File: src/rtl/cluster_neighbor_scanner_pkg.sv
// cns_pkg: scanner states, no-hop sentinel, address stride and fixed-point multiply.
package cns_pkg;
  typedef enum logic [3:0] {
    IDLE, CLUS, BATT, QVAL, LIST, HCM, NBRID, SINK, NEXT, BESTID, WRCNT, DONE
  } state_t;
  localparam int STRIDE = 2;
  function automatic int no_hop(input int num_neighbors);
    return num_neighbors + 1;
  endfunction
  function automatic logic [31:0] fx_mul_sat(input logic [31:0] a, input logic [31:0] b,
                                             input int frac, input int width);
    logic [63:0] p;
    logic [63:0] lim;
    p = ({32'd0, a} * {32'd0, b}) >> frac;
    lim = (64'd1 << width) - 64'd1;
    return p > lim ? lim[31:0] : p[31:0];
  endfunction
endpackage

File: src/rtl/cluster_neighbor_scanner_if.sv
// cluster_neighbor_scanner_if: control, memory and result signals of the neighbour scanner.
interface cluster_neighbor_scanner_if #(parameter int WORD_WIDTH = 16);
  logic start;
  logic [WORD_WIDTH-1:0] my_cluster_id, my_best, battery_threshold;
  logic [WORD_WIDTH-1:0] mem_addr, mem_rdata, mem_wdata;
  logic mem_wr_en, busy, done;
  logic [WORD_WIDTH-1:0] besthop, bestvalue, best_neighbor_id, next_sink, better_count;
  modport master(
    output start, my_cluster_id, my_best, battery_threshold, mem_rdata,
    input mem_addr, mem_wr_en, mem_wdata, busy, done,
    input besthop, bestvalue, best_neighbor_id, next_sink, better_count
  );
  modport slave(
    input start, my_cluster_id, my_best, battery_threshold, mem_rdata,
    output mem_addr, mem_wr_en, mem_wdata, busy, done,
    output besthop, bestvalue, best_neighbor_id, next_sink, better_count
  );
endinterface

File: src/rtl/cluster_neighbor_scanner_hcm_weight.sv
// cns_hcm_weight: HCM index from battery level and HCM-weighted Q-value, purely combinational.
module cns_hcm_weight
  import cns_pkg::*;
#(
  parameter int WORD_WIDTH = 16,
  parameter int FRAC_BITS = 8,
  parameter int HCM_LENGTH = 11
) (
  input  logic [WORD_WIDTH-1:0] battery,
  input  logic [WORD_WIDTH-1:0] q,
  input  logic [WORD_WIDTH-1:0] hcm,
  output logic [WORD_WIDTH-1:0] k,
  output logic [WORD_WIDTH-1:0] w
);
  localparam int DW = 2 * WORD_WIDTH;
  localparam logic [DW-1:0] TOP = DW'(HCM_LENGTH - 1);
  logic [DW-1:0] prod, kr;
  always_comb begin
    prod = TOP * DW'(battery) + DW'((1 << FRAC_BITS) - 1);
    kr = prod >> FRAC_BITS;
    k = kr > TOP ? TOP[WORD_WIDTH-1:0] : kr[WORD_WIDTH-1:0];
    w = WORD_WIDTH'(fx_mul_sat(32'(q), 32'(hcm), FRAC_BITS, WORD_WIDTH));
  end
endmodule

File: src/rtl/cluster_neighbor_scanner.sv
// cluster_neighbor_scanner: sequential better-neighbour / best-hop / sink search over a memory table.
// Define CNS_BETTER_LIST_EN to also write each better neighbour index to the better list.
module cluster_neighbor_scanner
  import cns_pkg::*;
#(
  parameter int WORD_WIDTH = 16,
  parameter int FRAC_BITS = 8,
  parameter int NUM_NEIGHBORS = 64,
  parameter int NUM_SINKS = 16,
  parameter int HCM_LENGTH = 11,
  parameter logic [WORD_WIDTH-1:0] SINK_BASE = 16'h0008,
  parameter logic [WORD_WIDTH-1:0] NBR_ID_BASE = 16'h0048,
  parameter logic [WORD_WIDTH-1:0] CLUSTER_BASE = 16'h00C8,
  parameter logic [WORD_WIDTH-1:0] BATT_BASE = 16'h0148,
  parameter logic [WORD_WIDTH-1:0] QVAL_BASE = 16'h01C8,
  parameter logic [WORD_WIDTH-1:0] HCM_BASE = 16'h0648,
  parameter logic [WORD_WIDTH-1:0] BETTER_BASE = 16'h0668,
  parameter logic [WORD_WIDTH-1:0] COUNT_ADDR = 16'h068C
) (
  input logic clock,
  input logic nrst,
  cluster_neighbor_scanner_if.slave bus
);
  localparam int IW = $clog2(NUM_NEIGHBORS + 2);
  localparam int JW = $clog2(NUM_SINKS + 1);
  localparam logic [WORD_WIDTH-1:0] NO_HOP = WORD_WIDTH'(no_hop(NUM_NEIGHBORS));
`ifdef CNS_BETTER_LIST_EN
  localparam bit LIST_EN = 1'b1;
`else
  localparam bit LIST_EN = 1'b0;
`endif
  state_t state, next_state;
  logic [IW-1:0] i, i_n;
  logic [JW-1:0] j, j_n;
  logic [WORD_WIDTH-1:0] rdata, battery, q, nbr_id, k, w, addr_n, wdata_n;
  logic wr_n, launch;
  function automatic logic [WORD_WIDTH-1:0] at(input logic [WORD_WIDTH-1:0] base,
                                               input logic [WORD_WIDTH-1:0] idx);
    return base + WORD_WIDTH'(STRIDE) * idx;
  endfunction
  assign rdata = bus.mem_rdata;
  assign launch = (state inside {IDLE, DONE}) && bus.start;
  cns_hcm_weight #(.WORD_WIDTH(WORD_WIDTH), .FRAC_BITS(FRAC_BITS), .HCM_LENGTH(HCM_LENGTH)) u_weight (
    .battery(battery), .q(q), .hcm(rdata), .k(k), .w(w)
  );
  always_ff @(posedge clock) state <= !nrst ? IDLE : next_state;
  always_comb begin
    next_state = state;
    case (state)
      IDLE, DONE: next_state = bus.start ? CLUS : state;
      CLUS: next_state = rdata == bus.my_cluster_id ? BATT : NEXT;
      BATT: next_state = rdata < bus.battery_threshold ? NEXT : QVAL;
      QVAL: next_state = rdata <= bus.my_best ? (LIST_EN ? LIST : HCM) : NBRID;
      LIST: next_state = HCM;
      HCM: next_state = NBRID;
      NBRID: next_state = SINK;
      SINK: next_state = j == JW'(NUM_SINKS - 1) ? NEXT : SINK;
      NEXT: next_state = i == IW'(NUM_NEIGHBORS - 1) ? BESTID : CLUS;
      BESTID: next_state = WRCNT;
      WRCNT: next_state = DONE;
      default: next_state = IDLE;
    endcase
  end
  // memory controls are registered: each state sees the address chosen on its entry
  always_comb begin
    bus.busy = !(state inside {IDLE, DONE});
    bus.done = state == DONE;
    i_n = launch ? '0 : state == NEXT ? i + 1'b1 : i;
    j_n = state == SINK ? j + 1'b1 : '0;
    wr_n = next_state inside {LIST, WRCNT};
    wdata_n = next_state == LIST ? WORD_WIDTH'(i) : next_state == WRCNT ? bus.better_count : '0;
    case (next_state)
      CLUS: addr_n = at(CLUSTER_BASE, WORD_WIDTH'(i_n));
      BATT: addr_n = at(BATT_BASE, WORD_WIDTH'(i));
      QVAL: addr_n = at(QVAL_BASE, WORD_WIDTH'(i));
      LIST: addr_n = at(BETTER_BASE, bus.better_count);
      HCM: addr_n = at(HCM_BASE, k);
      NBRID: addr_n = at(NBR_ID_BASE, WORD_WIDTH'(i));
      SINK: addr_n = at(SINK_BASE, WORD_WIDTH'(j_n));
      BESTID: addr_n = bus.besthop != NO_HOP ? at(NBR_ID_BASE, bus.besthop) : bus.mem_addr;
      WRCNT: addr_n = COUNT_ADDR;
      default: addr_n = bus.mem_addr;
    endcase
  end
  always_ff @(posedge clock) begin
    if (!nrst) begin
      i <= '0;
      j <= '0;
      battery <= '0;
      q <= '0;
      nbr_id <= '0;
      bus.mem_addr <= CLUSTER_BASE;
      bus.mem_wr_en <= 1'b0;
      bus.mem_wdata <= '0;
    end else begin
      i <= i_n;
      j <= j_n;
      bus.mem_addr <= addr_n;
      bus.mem_wr_en <= wr_n;
      bus.mem_wdata <= wdata_n;
      if (state == BATT) battery <= rdata;
      if (state == QVAL) q <= rdata;
      if (state == NBRID) nbr_id <= rdata;
    end
  end
  always_ff @(posedge clock) begin
    if (!nrst || launch) begin
      bus.besthop <= NO_HOP;
      bus.next_sink <= NO_HOP;
      bus.bestvalue <= '1;
      bus.best_neighbor_id <= '0;
      bus.better_count <= '0;
    end else begin
      if (state == QVAL && rdata <= bus.my_best) bus.better_count <= bus.better_count + 1'b1;
      if (state == HCM && w < bus.bestvalue) begin
        bus.besthop <= WORD_WIDTH'(i);
        bus.bestvalue <= w;
      end
      if (state == SINK && rdata == nbr_id) bus.next_sink <= WORD_WIDTH'(i);
      if (state == BESTID && bus.besthop != NO_HOP) bus.best_neighbor_id <= rdata;
    end
  end
endmodule
File: src/flat_wrapper.sv
// flat-port wrapper written by rule: the top's interface ports become plain ports
module cluster_neighbor_scanner_flat import cns_pkg::*;
#(
  parameter int WORD_WIDTH = 16,
  parameter int FRAC_BITS = 8,
  parameter int NUM_NEIGHBORS = 64,
  parameter int NUM_SINKS = 16,
  parameter int HCM_LENGTH = 11,
  parameter logic [WORD_WIDTH-1:0] SINK_BASE = 16'h0008,
  parameter logic [WORD_WIDTH-1:0] NBR_ID_BASE = 16'h0048,
  parameter logic [WORD_WIDTH-1:0] CLUSTER_BASE = 16'h00C8,
  parameter logic [WORD_WIDTH-1:0] BATT_BASE = 16'h0148,
  parameter logic [WORD_WIDTH-1:0] QVAL_BASE = 16'h01C8,
  parameter logic [WORD_WIDTH-1:0] HCM_BASE = 16'h0648,
  parameter logic [WORD_WIDTH-1:0] BETTER_BASE = 16'h0668,
  parameter logic [WORD_WIDTH-1:0] COUNT_ADDR = 16'h068C
)
  (clock, nrst, bus_start, bus_my_cluster_id, bus_my_best, bus_battery_threshold, bus_mem_rdata, bus_mem_addr, bus_mem_wr_en, bus_mem_wdata, bus_busy, bus_done, bus_besthop, bus_bestvalue, bus_best_neighbor_id, bus_next_sink, bus_better_count);
  cluster_neighbor_scanner_if #(.WORD_WIDTH(WORD_WIDTH)) bus_i ();
  input logic clock;
  input logic nrst;
  input wire logic [$bits(bus_i.start)-1:0] bus_start;
  input wire logic [$bits(bus_i.my_cluster_id)-1:0] bus_my_cluster_id;
  input wire logic [$bits(bus_i.my_best)-1:0] bus_my_best;
  input wire logic [$bits(bus_i.battery_threshold)-1:0] bus_battery_threshold;
  input wire logic [$bits(bus_i.mem_rdata)-1:0] bus_mem_rdata;
  output wire logic [$bits(bus_i.mem_addr)-1:0] bus_mem_addr;
  output wire logic [$bits(bus_i.mem_wr_en)-1:0] bus_mem_wr_en;
  output wire logic [$bits(bus_i.mem_wdata)-1:0] bus_mem_wdata;
  output wire logic [$bits(bus_i.busy)-1:0] bus_busy;
  output wire logic [$bits(bus_i.done)-1:0] bus_done;
  output wire logic [$bits(bus_i.besthop)-1:0] bus_besthop;
  output wire logic [$bits(bus_i.bestvalue)-1:0] bus_bestvalue;
  output wire logic [$bits(bus_i.best_neighbor_id)-1:0] bus_best_neighbor_id;
  output wire logic [$bits(bus_i.next_sink)-1:0] bus_next_sink;
  output wire logic [$bits(bus_i.better_count)-1:0] bus_better_count;
  assign bus_i.start = bus_start;
  assign bus_i.my_cluster_id = bus_my_cluster_id;
  assign bus_i.my_best = bus_my_best;
  assign bus_i.battery_threshold = bus_battery_threshold;
  assign bus_i.mem_rdata = bus_mem_rdata;
  assign bus_mem_addr = bus_i.mem_addr;
  assign bus_mem_wr_en = bus_i.mem_wr_en;
  assign bus_mem_wdata = bus_i.mem_wdata;
  assign bus_busy = bus_i.busy;
  assign bus_done = bus_i.done;
  assign bus_besthop = bus_i.besthop;
  assign bus_bestvalue = bus_i.bestvalue;
  assign bus_best_neighbor_id = bus_i.best_neighbor_id;
  assign bus_next_sink = bus_i.next_sink;
  assign bus_better_count = bus_i.better_count;
  cluster_neighbor_scanner #(.WORD_WIDTH(WORD_WIDTH), .FRAC_BITS(FRAC_BITS), .NUM_NEIGHBORS(NUM_NEIGHBORS), .NUM_SINKS(NUM_SINKS), .HCM_LENGTH(HCM_LENGTH), .SINK_BASE(SINK_BASE), .NBR_ID_BASE(NBR_ID_BASE), .CLUSTER_BASE(CLUSTER_BASE), .BATT_BASE(BATT_BASE), .QVAL_BASE(QVAL_BASE), .HCM_BASE(HCM_BASE), .BETTER_BASE(BETTER_BASE), .COUNT_ADDR(COUNT_ADDR)) u_core (.clock(clock), .nrst(nrst), .bus(bus_i));
endmodule
File: config.mk
export PLATFORM = sky130hd
export DESIGN_NAME = cluster_neighbor_scanner_flat
export DESIGN_NICKNAME = d
export VERILOG_FILES = /design/src/rtl/cluster_neighbor_scanner_pkg.sv /design/src/rtl/cluster_neighbor_scanner_if.sv /design/src/rtl/cluster_neighbor_scanner_hcm_weight.sv /design/src/rtl/cluster_neighbor_scanner.sv /design/src/flat_wrapper.sv
export SDC_FILE = /design/constraint.sdc
export NUM_CORES = 1
export LEC_CHECK = 0
export CORE_ASPECT_RATIO = 1.1
export CORE_MARGIN = 2
export CORE_UTILIZATION = 30
export DETAILED_ROUTE_END_ITERATION = 8
export GPL_ROUTABILITY_DRIVEN = 0
export SYNTH_ARGS = -nofsm -noshare
export SYNTH_HDL_FRONTEND = slang
export SYNTH_SLANG_ARGS = --single-unit
File: constraint.sdc
create_clock -name clock -period 8.7 [get_ports clock]
set_clock_uncertainty 0.2 [all_clocks]
set_input_delay 0.87 -clock clock [delete_from_list [all_inputs] [get_ports clock]]
set_output_delay 0.87 -clock clock [all_outputs]
set_load 0.1 [all_outputs]
==> flow_summary_export.csv <==
group,metric,value,unit
critical_path,critPathCaptureType,"flip-flop",
critical_path,reg2reg_from,"u_core.q[8]",
pwr,ir_drop,0.0001333,V
finish,fillers,5952,
drt,wirelength,55510,um
critical_path,timing.rr.end,"u_core.bus.bestvalue[10]",
finish,seqCellArea,3177,um^2
floorplan,rows,94,
clocking,clk-insertion-delay-late,440,ps
grt,grt_max_degree,61,
sta,tns,0,ps
finish,final_nets,2953,
clocking,path_clk_slew,70,ps
clocking,cts_root_buffer,"clkbuf_16",
critical_path,slowest_delay,530,ps
critical_path,critPathSlowestCell,"fa_2",
critical_path,path_buf_inv,11,
synth,syn_inst,2197,
sta,hold_viol,0,
critical_path,worstSetupPathType,"in2reg",
critical_path,cp_top_family,"adder cells",
clocking,htreeDepth,4,
floorplan,io_pins,182,
hold_path,holdPathStages,2,
grt,antenna_found_initial,1,
synth,netlist_top_cells_count,"nand2_1, inv_1, fa_1",
sta,maxSlewHeadroom,17.32,%
sta,drv_slew,0,
floorplan,die_w,238.0,um
floorplan,initial_core_util,30.24,%
synth,yosysSeqAreaShare,17.51,%
hold_path,min_to,"u_core.nbr_id[9]",
sta,fmax,116.6,MHz
drt,num_vias,16190,
drt,antenna_left,0,
clocking,cts_sinks,158,
finish,area_delta_synth_final,29.45,%
grt,grt_overflow,0,
grt,groute.usage.overall,17.43,%
critical_path,reg2reg_depth,35,
drt,vias_per_cell,4.924,
synth,yosysMostFrequentCell,"nand2_1",
pwr,p_leak,10.86,nW
synth,syn_area_per_cell,8.224,um^2
clocking,cts_tree,"done",
synth,synth_edf_count,0,
synth,synth_area,18070,um^2
sta,worst_pin_slew,1236,ps
finish,multi_input_area,13890,um^2
synth,synth.top_cell.area_share,21.50,%
synth,yosysTopAreaCell,"fa_1",
hold_path,hp-class,"reg2reg",
critical_path,worst_setup_path_start_kind,"input pin",
sta,finalCriticalPeriod,8577,ps
drt,wl_per_cell,16.89,um
grt,grt_pass1_wl,87200,um
pwr,powerDensity,79.96,nW/um^2
critical_path,arrival,8750,ps
hold_path,hp-start,"u_core.nbr_id[9]",
placed_design,port_buffers,162,
clocking,cts_buffer_depth,2,
floorplan,core_area,59750,um^2
synth,ys_types,78,
placed_design,place_hpwl,42770,um
synth,ys_top_cells_by_area,"fa_1, dfxtp_1, ha_1, nand2_1, inv_1",
synth,synth_ff_type,"dfxtp_1",
grt,first_global_vias,16320,
drt,drc,0,
critical_path,critPathRequiredTime,8870,ps
floorplan,dieArea,62210,um^2
finish,antenna_cells,0,
finish,final_layout_size_suffix_gt1_share,17.98,%
critical_path,crit_fanout,8,
sta,period_share,98.59,%
drt,drt_iter0_drc,1107,
critical_path,r2r_slack,160,ps
status,outcome,"complete, no violations",
sta,final-setup-viol-count,0,
sta,rsz0062_at_grt,"yes",
floorplan,dieHeight,261.4,um
drt,drt_first_pass_iters,5,
synth,async_flop_share,0,%
clocking,cts_buffers,17,
pwr,power,1.870,mW
job,cap_violations,0,
synth,synth-seq-cells,158,
synth,ys_warn_count,0,
## tightest hold or removal path: cells and delay by family (launching register included)
kind / cells / cell delay (ps)
flip-flops: 1 / 320
AO/OA/AOI/OAI: 1 / 50
AND/OR/NAND/NOR: 1 / 50
## worst max path at each step
stage | startpoint | endpoint | slack (ps) | depth (start not counted)
6_report | bus_mem_rdata[5] | u_core.bus.bestvalue[10] | 120 | 37
5_1_grt | bus_mem_rdata[5] | u_core.bus.bestvalue[10] | -90 | 36
4_1_cts | bus_mem_rdata[9] | u_core.bus.besthop[6] | -4 | 34
3_5_place_dp | bus_mem_rdata[11] | u_core.bus.besthop[6] | -810 | 32
3_3_place_gp | bus_mem_rdata[12] | u_core.bus.bestvalue[12] | -590 | 34
2_1_floorplan | bus_mem_rdata[12] | u_core.bus.besthop[5] | 3 | 34
## repair_timing
item | 4_1_cts | 5_1_grt
cloned | 3 | 3
setup buffers | 15 | 23
pin swaps | 36 | 106
hold buffers | 0 | 0
endpoints found under the setup margin | 23 | 23
hold endpoints to repair | 0 | 0
resized for setup | 59 | 167
## power breakdown
group	total, mW	leakage, nW	internal (mW)	switching [mW]
clock	0.772	0.293	0.410	0.362
sequential	0.736	1.28	0.728	0.00789
combinational	0.361	9.29	0.131	0.230
total	1.87	10.9	1.27	0.600
## cell type report
cell class,count,share of cell area (%)
clock inverters,15,0.7329
repair buffers,396,15.56
flip-flops and latches,158,13.58
well taps,768,4.108
inverters,300,4.815
multi-input cells,1633,59.38
clock buffers,17,1.819
## cell families after synthesis
group | after synthesis | synth area share, %
other | 1 | 0.02076
AND/OR/NAND/NOR | 805 | 21.19
buffers and inverters | 424 | 9.654
flip-flops | 158 | 17.51
adder cells (fa/ha/maj) | 380 | 34.38
AO/OA/AOI/OAI | 286 | 9.910
multiplexers | 55 | 3.075
XOR/XNOR | 88 | 4.266
## placed cells by master (no fill, tap or decap), types with 14 or more instances in the layout
cell type	n
and3_1	22
clkbuf_16	20
conb_1	19
nand4_1	25
nand3_1	26
and2_1	120
inv_2	29
nand2_1	350
mux2i_1	51
clkdlybuf4s50_1	147
ha_1	165
ha_4	18
nand2b_1	14
nor3_1	28
fa_2	18
fa_1	176
and2_4	16
a21oi_1	99
xnor2_1	45
o21ai_0	50
nor2_1	121
buf_4	211
inv_1	271
dfxtp_1	149
xor2_1	43
## registers in the layout, summed over array words and instances, names as in the netlist, 7 cells and up
| signal | count |
|---|---|
| u_core.q | 16 |
| u_core.bus.next_sink | 7 |
| u_core.i | 7 |
| u_core.nbr_id | 16 |
| u_core.bus.best_neighbor_id | 16 |
| u_core.bus.besthop | 7 |
| u_core.bus.mem_addr | 15 |
| u_core.battery | 16 |
| u_core.bus.mem_wdata | 16 |
| u_core.bus.bestvalue | 16 |
| u_core.bus.better_count | 16 |
## per-layer routing
metal,up-vias,track usage (%),share of wire [%]
met5,-,0,0
met3,86,3.900,7.4
li1,7676,-,-
met4,0,3.750,2.2
met2,543,28.73,46
met1,7881,23.41,45
## per-stage QoR
stage          std cells  cell area, um^2  util (%)  setup slack, ps  hold slack (ps)
6_report            3287            23390     39.15            122.6            268.6
3_5_place_dp        3211            21810     36.50           -805.7            258.9
5_1_grt             3287            23390     39.15           -91.67            288.4
2_1_floorplan       2215            18380         -            3.005            230.0
3_3_place_gp        3211            21810     36.50           -591.3            245.1
4_1_cts             3261            22740     38.06           -4.286            268.9
Note: power is estimated with default switching activity, not from simulation.
